[src/rtl/complement_decoder.sv]
// Two-lane two's-complement to sign-magnitude converter.
// Two-stage valid/ready pipeline with a single global advance enable,
// per-lane overflow flags for the unrepresentable most-negative input, and
// a saturating count of overflowing lanes delivered downstream.
module complement_decoder #(
   parameter int bitNumber = 7
) (
   input  logic                 clk1,
   input  logic                 rst1,
   input  logic                 in_valid,
   output logic                 in_ready,
   input  logic [bitNumber:0]   A,
   input  logic [bitNumber:0]   B,
   output logic                 out_valid,
   input  logic                 out_ready,
   output logic [bitNumber:0]   Aout,
   output logic [bitNumber:0]   Bout,
   output logic                 ovfA,
   output logic                 ovfB,
   output logic [15:0]          ovf_count
);

   localparam int W = bitNumber + 1;

   // Returns {ovf, sign-magnitude value}. The most-negative input has no
   // sign-magnitude equivalent, so it saturates to all ones and flags ovf;
   // this also keeps negative zero from ever appearing on the output.
   function automatic logic [W:0] conv(input logic [W-1:0] x);
      logic [W-1:0] neg;
      neg = ~x + 1'b1;
      if (!x[W-1])
         return {1'b0, x};
      else if (x[W-2:0] == '0)
         return {1'b1, {W{1'b1}}};
      else
         return {1'b0, 1'b1, neg[W-2:0]};
   endfunction

   logic           en;
   logic           xfer_out;

   logic           v1_q, v1_d;
   logic [W-1:0]   a1_q, a1_d, b1_q, b1_d;

   logic           v2_q, v2_d;
   logic [W-1:0]   aout_q, aout_d, bout_q, bout_d;
   logic           ovfa_q, ovfa_d, ovfb_q, ovfb_d;

   logic [15:0]    cnt_q, cnt_d;
   logic [16:0]    cnt_sum;

   logic [W:0]     conv_a, conv_b;

   assign en       = !v2_q || out_ready;
   assign xfer_out = v2_q && out_ready;
   assign conv_a   = conv(a1_q);
   assign conv_b   = conv(b1_q);
   assign cnt_sum  = {1'b0, cnt_q} + 17'(ovfa_q) + 17'(ovfb_q);

   // Next-state for both pipeline stages and the overflow counter.
   always_comb begin
      v1_d   = v1_q;
      a1_d   = a1_q;
      b1_d   = b1_q;
      v2_d   = v2_q;
      aout_d = aout_q;
      bout_d = bout_q;
      ovfa_d = ovfa_q;
      ovfb_d = ovfb_q;
      cnt_d  = cnt_q;
      if (en) begin
         v1_d = in_valid;
         v2_d = v1_q;
         if (in_valid) begin
            a1_d = A;
            b1_d = B;
         end
         if (v1_q) begin
            aout_d = conv_a[W-1:0];
            bout_d = conv_b[W-1:0];
            ovfa_d = conv_a[W];
            ovfb_d = conv_b[W];
         end
      end
      if (xfer_out)
         cnt_d = cnt_sum[16] ? 16'hFFFF : cnt_sum[15:0];
   end

   // State registers with synchronous reset that drops all in-flight pairs.
   always_ff @(posedge clk1) begin
      if (rst1) begin
         v1_q   <= 1'b0;
         a1_q   <= '0;
         b1_q   <= '0;
         v2_q   <= 1'b0;
         aout_q <= '0;
         bout_q <= '0;
         ovfa_q <= 1'b0;
         ovfb_q <= 1'b0;
         cnt_q  <= '0;
      end else begin
         v1_q   <= v1_d;
         a1_q   <= a1_d;
         b1_q   <= b1_d;
         v2_q   <= v2_d;
         aout_q <= aout_d;
         bout_q <= bout_d;
         ovfa_q <= ovfa_d;
         ovfb_q <= ovfb_d;
         cnt_q  <= cnt_d;
      end
   end

   assign in_ready  = en;
   assign out_valid = v2_q;
   assign Aout      = aout_q;
   assign Bout      = bout_q;
   assign ovfA      = ovfa_q;
   assign ovfB      = ovfb_q;
   assign ovf_count = cnt_q;

endmodule

[config.mk]
export PLATFORM = sky130hd
export DESIGN_NAME = complement_decoder
export DESIGN_NICKNAME = d
export VERILOG_FILES = /design/src/rtl/complement_decoder.sv
export SDC_FILE = /design/constraint.sdc
export NUM_CORES = 1
export LEC_CHECK = 0
export BUFFER_PORTS_ARGS = -buffer_cell sky130_fd_sc_hd__buf_2
export CAP_MARGIN = 20
export CORE_ASPECT_RATIO = 1.1
export CORE_MARGIN = 5
export CORE_UTILIZATION = 25
export CTS_BUF_LIST = sky130_fd_sc_hd__clkbuf_2 sky130_fd_sc_hd__clkbuf_4 sky130_fd_sc_hd__clkbuf_8
export CTS_CLUSTER_DIAMETER = 150
export DETAILED_ROUTE_END_ITERATION = 10
export GPL_ROUTABILITY_DRIVEN = 1
export GPL_TIMING_DRIVEN = 0
export HOLD_SLACK_MARGIN = 0.02
export PLACE_DENSITY = 0.56
export SKIP_LAST_GASP = 1
export SYNTH_ARGS = -nofsm -noshare
export SYNTH_HDL_FRONTEND = slang
export SYNTH_SLANG_ARGS = --single-unit
[constraint.sdc]
create_clock -name clk1 -period 2 [get_ports clk1]
set_clock_uncertainty 0.15 [all_clocks]
set_input_delay 0.1 -clock clk1 [delete_from_list [all_inputs] [get_ports clk1]]
set_output_delay 0.1 -clock clk1 [all_outputs]
set_load 0.01 [all_outputs]
==> summary.txt, run 1 <==
CRITICAL PATH
---------------------------------------------------------------------------------
Dominant cell type by count on the critical path                            inv_2
Worst setup path category                                              reg -> reg
Signal arrival time at the worst endpoint                                 2.17 ns
Worst setup path start                                                       ovfA
Worst path required time                                                  2.02 ns
Worst setup SP type                                                     flip-flop
Slowest cell on the critical path                                            fa_2
Worst R2R Start                                                              ovfA
Highest cell delay on the worst timing path                               0.41 ns
Critical path capture point type                                        flip-flop
Cells traversed along the worst timing path                          inv_2 -> fa_2 -> inv_2 -> ha_4 -> nand4_4 -> buf_4 -> nor4_1 -> xnor2_1 -> a21oi_2
Highest fanout seen on the critical path                                        3

TIMING
---------------------------------------------------------------------------------
Total negative setup slack                                               -1.08 ns
Shortest period the worst path allows                                     2.15 ns
RSZ-0062 raised after global routing                                          yes
Fin crit share                                                               107%
Final number of max-transition violations                                       0
Slew of the pin with the lowest slew margin                              0.696 ns
Final Hold Fails                                                                0
Final setup violation count                                                    16
Worst slew margin                                                           53.6%
Max Fclk                                                                  465 MHz
Worst Setup Slack, final                                                -0.149 ns

FLOORPLANNING
---------------------------------------------------------------------------------
Die width                                                                  104 um
Area inside the core boundary                                            9750 um2
Starting density of the core                                                25.2%
Floorplan row count                                                            38
Die ar.                                                                 11900 um2
Die height                                                                 114 um
Ports placed on the boundary                                                   56

LOGIC SYNTHESIS
---------------------------------------------------------------------------------
Count leader, synth                                                       nand2_1
Count of flip-flops with a built-in enable after synthesis                      0
Post-synthesis area per instance                                         8.82 um2
Share of synthesized flip-flops with an asynchronous set or reset              0%
Proportion of synthesized chip area in sequential cells                     42.4%
Top cells by area in the synthesized netlist                         dfxtp_1 (42%), nand2_1 (8.4%), a21oi_1 (6.5%)
Netlist area before placement                                            2450 um2
Number of standard cells after synthesis                                      278
Leading area contributor after synthesis                                  dfxtp_1
Prevailing post-synth register cell                                       dfxtp_1
Syn_nets                                                                      302
Post-synth cell types                                                          50
Fraction of post-synthesis cell area in the top cell type by area           42.4%
Syn. warnings                                                                   0
Flop and latch count out of synthesis                                          52
Leading post-synthesis cells by instance count                       nand2_1 (55), dfxtp_1 (52), a21oi_1 (32)

HOLD PATH
---------------------------------------------------------------------------------
Worst hold start                                                             rst1
Kind of path behind the tightest hold check                             in -> reg

GRT
---------------------------------------------------------------------------------
Met1 demand-to-capacity share in global routing                             13.7%
Global route hottest layer                                                   met2
Met2 track demand over resource                                             19.1%
GRT overflow                                                                    0
GR Util All Layers                                                          11.0%
Global-route wire length before repair                                    10.7 mm
Via count of the first global-routing pass                                   2124
Antenna violations before repair                                                0
Largest net degree at the start of global routing                              17
Met3 capacity usage during global routing                                   2.60%

CLOCK TREE
---------------------------------------------------------------------------------
Cts bufs inserted                                                               5
Master cell of the clock root buffer                                     clkbuf_8
Number of sinks driven by the clock tree                                       52
Worst-case clock buffer depth                                                   2
Register clock-pin slew on the reported worst setup and hold paths        0.09 ns
Htree depth                                                                     2
Worst-Skew Late Latency                                                   0.31 ns
Clock tree from TritonCTS                                                   built

ROUTING
---------------------------------------------------------------------------------
Residual DRC count                                                              0
Detailed-route vias per instance                                             4.63
Average wire per standard cell                                            13.6 um
ANT nets after route                                                            0
Total routed wirelength                                                   6.63 mm
Drt first pass iters                                                            4
Total via count after detailed routing                                       2259
First DRT Iteration DRCs                                                       39

PLACE
---------------------------------------------------------------------------------
Worst slack at placement                                                -0.212 ns
Port Buffers                                                                   54
Estimated wirelength of the detail-placed design                          4.75 mm
Gpl congestion                                                              0.749

LAYOUT
---------------------------------------------------------------------------------
FF/Latch Area                                                            1040 um2
Ant diodes                                                                      0
Net total in the final layout                                                 391
Area growth, synth to finish                                                35.7%
Fill cell instance count of the final layout                                 1030
Fraction of final layout cells sized beyond drive strength 1                31.8%
Area of the multi-input gates                                            1320 um2

POWER AND IR DROP
---------------------------------------------------------------------------------
Overall power                                                             2150 uW
Total power per unit cell area                                         646 nW/um2
Fraction of power consumed by combinational cells                           12.7%
Standby leakage power                                                  0.00136 uW
Internal power                                                            1600 uW
Register share of total power                                               52.2%
Worst-case vdd ir drop                                                 0.000306 V
Total net switching power                                                  553 uW
Net switching share of the total power                                      25.7%
Clk network pwr share                                                       35.2%

RUN STATUS
---------------------------------------------------------------------------------
Violated checks                                                      setup timing
Status                                                               complete, but fails checks

FLOW RUN
---------------------------------------------------------------------------------
Number of maximum-capacitance violations                                        0

## sequential cells by signal (all words and copies together), names as in the netlist
name       flops
ovf_count     16
ovfA           1
Bout           8
out_valid      1
v1_q           1
Aout           8
a1_q           8
b1_q           8
ovfB           1
## power groups by stage
| stage | clock network, uW | logic [uW] | registers [uW] |
|---|---|---|---|
| after floorplan | 0 | 149 | 1150 |
| after detailed placement | 0 | 247 | 1140 |
| after global placement | 0 | 243 | 1140 |
| after CTS | 778 | 276 | 1120 |
| final | 755 | 273 | 1120 |
| after global routing | 829 | 310 | 1130 |
## logic make-up after synthesis
logic type	after synthesis	share of synthesized area [%]
AO/OA/AOI/OAI	72	19.2
XOR/XNOR	16	5.71
adder cells (fa/ha/maj)	4	2.35
buffers and inverters	29	5.46
flip-flops	52	42.4
multiplexers	2	0.816
AND/OR/NAND/NOR	103	24.0
## metrics by stage
step	area (um2)	utilization, %	instances	hold slack, ns
2_1_floorplan	2470	-	278	0.0860
3_3_place_gp	2900	29.7	452	0.193
3_5_place_dp	2900	29.7	452	0.199
4_1_cts	3300	33.8	486	0.0497
5_1_grt	3330	34.1	488	0.0789
6_report	3330	34.1	488	0.0416
## worst max-delay path, delay by kind of cell (launching register included)
kind | cells | cell delay, ns
AOI/OAI and AO/OA | 1 | 0.07
xor gates and xnor gates | 1 | 0.18
adders and majority gates | 2 | 0.54
buffers and inverters | 3 | 0.30
DFF | 1 | 0.34
and+or+nand+nor | 2 | 0.44
## final timing paths
| check | slack, ns | to | cells past startpoint |
|---|---|---|---|
| worst max-delay path | -0.15 | ovf_count[10] | 9 |
| worst min-delay path | 0.04 | ovf_count[13] | 2 |
| worst max register to register | -0.15 | ovf_count[10] | 9 |
| worst min register to register | 0.32 | Bout[7] | 2 |
## cell type report
type | count | area share (%)
multi-input combinational | 197 | 39.8
sequential | 52 | 31.4
timing repair buffer | 83 | 16.7
tap | 120 | 4.51
buffer | 15 | 2.71
clock buffer | 6 | 2.29
inverter | 13 | 1.47
clock inverter | 2 | 1.17
## layer usage
layer  share of wire (%)  wire length [um]
met5                   0                 0
met4                0.89                59
met3                 4.3               285
met2                  49              3270
met1                  45              3020
## cell usage in the layout (no fill, tap or decap), drive strengths merged, types with 4 or more instances in the layout
| cell type | synthesis | layout |
|---|---|---|
| buf | 5 | 72 |
| nand2 | 55 | 55 |
| dfxtp | 52 | 52 |
| a21oi | 42 | 42 |
| dlygate4sd3 | 0 | 16 |
| clkbuf | 11 | 16 |
| inv | 13 | 14 |
| xnor2 | 10 | 10 |
| nor2 | 9 | 9 |
| nor3 | 7 | 7 |
| xor2 | 6 | 6 |
| o211ai | 5 | 5 |
| o31ai | 5 | 5 |
| o21ai | 5 | 5 |
| a31oi | 5 | 5 |
| nand4 | 5 | 5 |
| nand3 | 4 | 4 |
| nor4 | 4 | 4 |
## what timing repair did
item / in CTS / in global routing
gates resized for setup: 9 / 2
hold buffers: 16 / 0
cloned: 1 / 0
endpoints found under the hold margin: 16 / 0
setup endpoints to repair: 16 / 26
pin swaps: 5 / 4
setup buffers: 9 / 3
No activity file was read; power rests on OpenSTA's default activity.
==> inputs of run 2 (changes only) <==
--- a/config.mk
+++ b/config.mk
@@ -5,7 +5,7 @@
 export SDC_FILE = /design/constraint.sdc
 export NUM_CORES = 1
 export LEC_CHECK = 0
-export BUFFER_PORTS_ARGS = -buffer_cell sky130_fd_sc_hd__buf_2
+export BUFFER_PORTS_ARGS = -buffer_cell sky130_fd_sc_hd__buf_4
 export CAP_MARGIN = 20
 export CORE_ASPECT_RATIO = 1.1
 export CORE_MARGIN = 5
==> constraint.sdc (replaced) <==
create_clock -name clk1 -period 1.8 [get_ports clk1]
set_clock_uncertainty 0.15 [all_clocks]
set_input_delay 0.09 -clock clk1 [delete_from_list [all_inputs] [get_ports clk1]]
set_output_delay 0.09 -clock clk1 [all_outputs]
set_load 0.01 [all_outputs]
==> summary.txt, run 2 (same netlist as run 1, synthesis figures left out) <==
LAYOUT
---------------------------------------------------------------------------------
Area of the multi-input gates                                            1360 um2   was 1320 um2
Max reg flops                                                                  16   unchanged
Area growth, synth to finish                                                42.7%   was 35.7%
Fraction of final layout cells sized beyond drive strength 1                35.1%   was 31.8%
Commonest non-fill, non-tap cells in the layout                      buf_4 (64), nand2_1 (55), dfxtp_1 (46), a21oi_1 (32), dlygate4sd3_1 (17)   was nand2_1 (55), buf_2 (55), dfxtp_1 (49), a21oi_1 (31), dlygate4sd3_1 (16)
FF/Latch Area                                                            1050 um2   was 1040 um2
Ant diodes                                                                      0   unchanged
Most common cell after layout, fill and taps aside                          buf_4
Fill cell instance count of the final layout                                  989   was 1030
Post-route cell area                                                     3500 um2   was 3330 um2
Net total in the final layout                                                 391   unchanged
Final standard cell count with taps included and fillers excluded             488   unchanged

PLACE
---------------------------------------------------------------------------------
Area of placed instances                                                 3030 um2   was 2900 um2
Inst Count DP                                                                 452   unchanged
Worst slack at placement                                                -0.410 ns   was -0.212 ns
Port Buffers                                                                   54   unchanged
Gpl congestion                                                              0.765   was 0.749
Estimated wirelength of the detail-placed design                          4.80 mm   was 4.75 mm

CRITICAL PATH
---------------------------------------------------------------------------------
RR Endpoint                                                          ovf_count[10]   unchanged
Signal arrival time at the worst endpoint                                 2.11 ns   was 2.17 ns
Slowest cell on the critical path                                            fa_2   unchanged
Worst setup path start                                                       ovfA   unchanged
Dominant cell type by count on the critical path                            inv_2   unchanged
Number of buffer and inverter instances along the worst setup path              3   unchanged
Worst path required time                                                  1.84 ns   was 2.02 ns
Stages on worst setup path                                                      9   unchanged
Highest fanout seen on the critical path                                        3   unchanged
Worst setup path end                                                 ovf_count[10]   unchanged
Crit-path leading delay family                                        adder cells   unchanged
Worst setup SP type                                                     flip-flop   unchanged
R2R setup slack                                                          -0.27 ns   was -0.15 ns
Cells traversed along the worst timing path                          inv_2 -> fa_2 -> inv_2 -> ha_4 -> nand4_4 -> buf_4 -> nor4_2 -> xnor2_1 -> a21oi_2   was inv_2 -> fa_2 -> inv_2 -> ha_4 -> nand4_4 -> buf_4 -> nor4_1 -> xnor2_1 -> a21oi_2
Worst setup path category                                              reg -> reg   unchanged
Critical path capture point type                                        flip-flop   unchanged
Worst R2R Start                                                              ovfA   unchanged
Length in cells of the worst reg-to-reg path                                    9   unchanged
Highest cell delay on the worst timing path                               0.41 ns   about the same

RUN STATUS
---------------------------------------------------------------------------------
Status                                                               complete, but fails checks   unchanged
Violated checks                                                      setup timing   unchanged

CLOCK TREE
---------------------------------------------------------------------------------
Worst-Skew Late Latency                                                   0.32 ns   was 0.31 ns
Clock tree from TritonCTS                                                   built   unchanged
Master cell of the clock root buffer                                     clkbuf_8   unchanged
Number of sinks driven by the clock tree                                       52   unchanged
Htree depth                                                                     2   unchanged
Register clock-pin slew on the reported worst setup and hold paths        0.10 ns   was 0.09 ns
Worst-case clock buffer depth                                                   2   unchanged
Cts bufs inserted                                                               5   unchanged

FLOORPLANNING
---------------------------------------------------------------------------------
Die height                                                                 114 um   unchanged
Floorplan row count                                                            38   unchanged
Die width                                                                  104 um   unchanged
Area inside the core boundary                                            9750 um2   unchanged
Die ar.                                                                 11900 um2   unchanged
Ports placed on the boundary                                                   56   unchanged
Starting density of the core                                                25.2%   unchanged

ROUTING
---------------------------------------------------------------------------------
Total routed wirelength                                                   6.54 mm   was 6.63 mm
Drt first pass iters                                                            4   unchanged
Residual DRC count                                                              0   unchanged
Average wire per standard cell                                            13.4 um   was 13.6 um
Detailed-route vias per instance                                             4.59   was 4.63
Total via count after detailed routing                                       2238   was 2259
ANT nets after route                                                            0   unchanged
First DRT Iteration DRCs                                                       45   was 39

POWER AND IR DROP
---------------------------------------------------------------------------------
Standby leakage power                                                  0.00140 uW   was 0.00136 uW
Total power per unit cell area                                         657 nW/um2   was 646 nW/um2
Worst-case vdd ir drop                                                 0.000285 V   was 0.000306 V

TIMING
---------------------------------------------------------------------------------
Slew of the pin with the lowest slew margin                              0.685 ns   was 0.696 ns
Max Fclk                                                                  483 MHz   was 465 MHz
Fin crit share                                                               115%   was 107%
Total negative setup slack                                               -3.81 ns   was -1.08 ns
Shortest period the worst path allows                                     2.07 ns   was 2.15 ns
Final number of max-transition violations                                       0   unchanged
Final Hold Fails                                                                0   unchanged
RSZ-0062 raised after global routing                                          yes   unchanged
Final setup violation count                                                    16   unchanged
Worst Setup Slack, final                                                -0.269 ns   was -0.149 ns
Worst slew margin                                                           54.3%   was 53.6%

GRT
---------------------------------------------------------------------------------
Via count of the first global-routing pass                                   2225   was 2124
Met3 capacity usage during global routing                                   2.49%   was 2.60%
Antenna violations before repair                                                0   unchanged
Largest net degree at the start of global routing                              18   was 17
Met2 track demand over resource                                             19.1%   about the same
GRT overflow                                                                    0   unchanged
Global route hottest layer                                                   met2   unchanged
Global-route wire length before repair                                    10.7 mm   about the same
Met1 demand-to-capacity share in global routing                             13.1%   was 13.7%
GR Util All Layers                                                          10.9%   was 11.0%

HOLD PATH
---------------------------------------------------------------------------------
Kind of path behind the tightest hold check                             in -> reg   unchanged

FLOW RUN
---------------------------------------------------------------------------------
Number of maximum-capacitance violations                                        0   unchanged

[run 2: through the flow]
step | util (%) | total power [uW] | hold WS, ns
global route | 35.9 | 2400 | 0.134
global placement | 31.1 | 1570 | 0.193
detailed placement | 31.1 | 1580 | 0.196
finish | 35.9 | 2300 | 0.0824
CTS | 35.3 | 2310 | 0.0696
floorplan | - | 1440 | 0.0760
[run 2: cell type report]
cell class / instances / area share, %
timing repair buffer: 84 / 20.2
inverter: 13 / 1.39
multi-input combinational: 197 / 38.9
sequential: 52 / 30.0
clock buffer: 5 / 1.97
tap: 120 / 4.29
buffer: 14 / 2.54
clock inverter: 3 / 0.644
[run 2: worst min-delay path by stage]
stage | cells past startpoint | start | endpoint | slack (ns)
after floorplan | 2 | A[6] | a1_q[6] | 0.08
after global placement | 3 | A[2] | a1_q[2] | 0.19
after detailed placement | 3 | A[2] | a1_q[2] | 0.20
after CTS | 4 | rst1 | ovf_count[13] | 0.07
after global routing | 4 | rst1 | ovf_count[13] | 0.13
final | 4 | rst1 | ovf_count[13] | 0.08
[run 2: routing by layer]
| metal | up-vias | part of all wire (%) |
|---|---|---|
| li1 | 1160 | - |
| met1 | 1022 | 44 |
| met2 | 45 | 49 |
| met3 | 11 | 4.2 |
| met4 | 0 | 2.4 |
| met5 | - | 0 |
[run 2: power by group]
group          switching, uW  leakage (uW)  internal [uW]  total, uW
sequential              50.1      0.000427           1200       1250
clock                    428     0.0000485            280        708
combinational            169      0.000925            170        339
[run 2: timing repair]
item,4_1_cts,5_1_grt
resized for setup,10,17
pin swaps,7,6
setup buffers,11,1
endpoints found under the hold margin,17,0
hold buffers,17,0
gates cloned,1,0
endpoints found under the setup margin,30,33
[run 2: worst register-to-register path, stage by stage (launching register included)]
cell,delay [ns]
dfxtp_2,0.34
inv_2,0.05
fa_2,0.41
inv_2,0.08
ha_4,0.13
nand4_4,0.12
buf_4,0.18
nor4_2,0.23
xnor2_1,0.18
a21oi_2,0.08
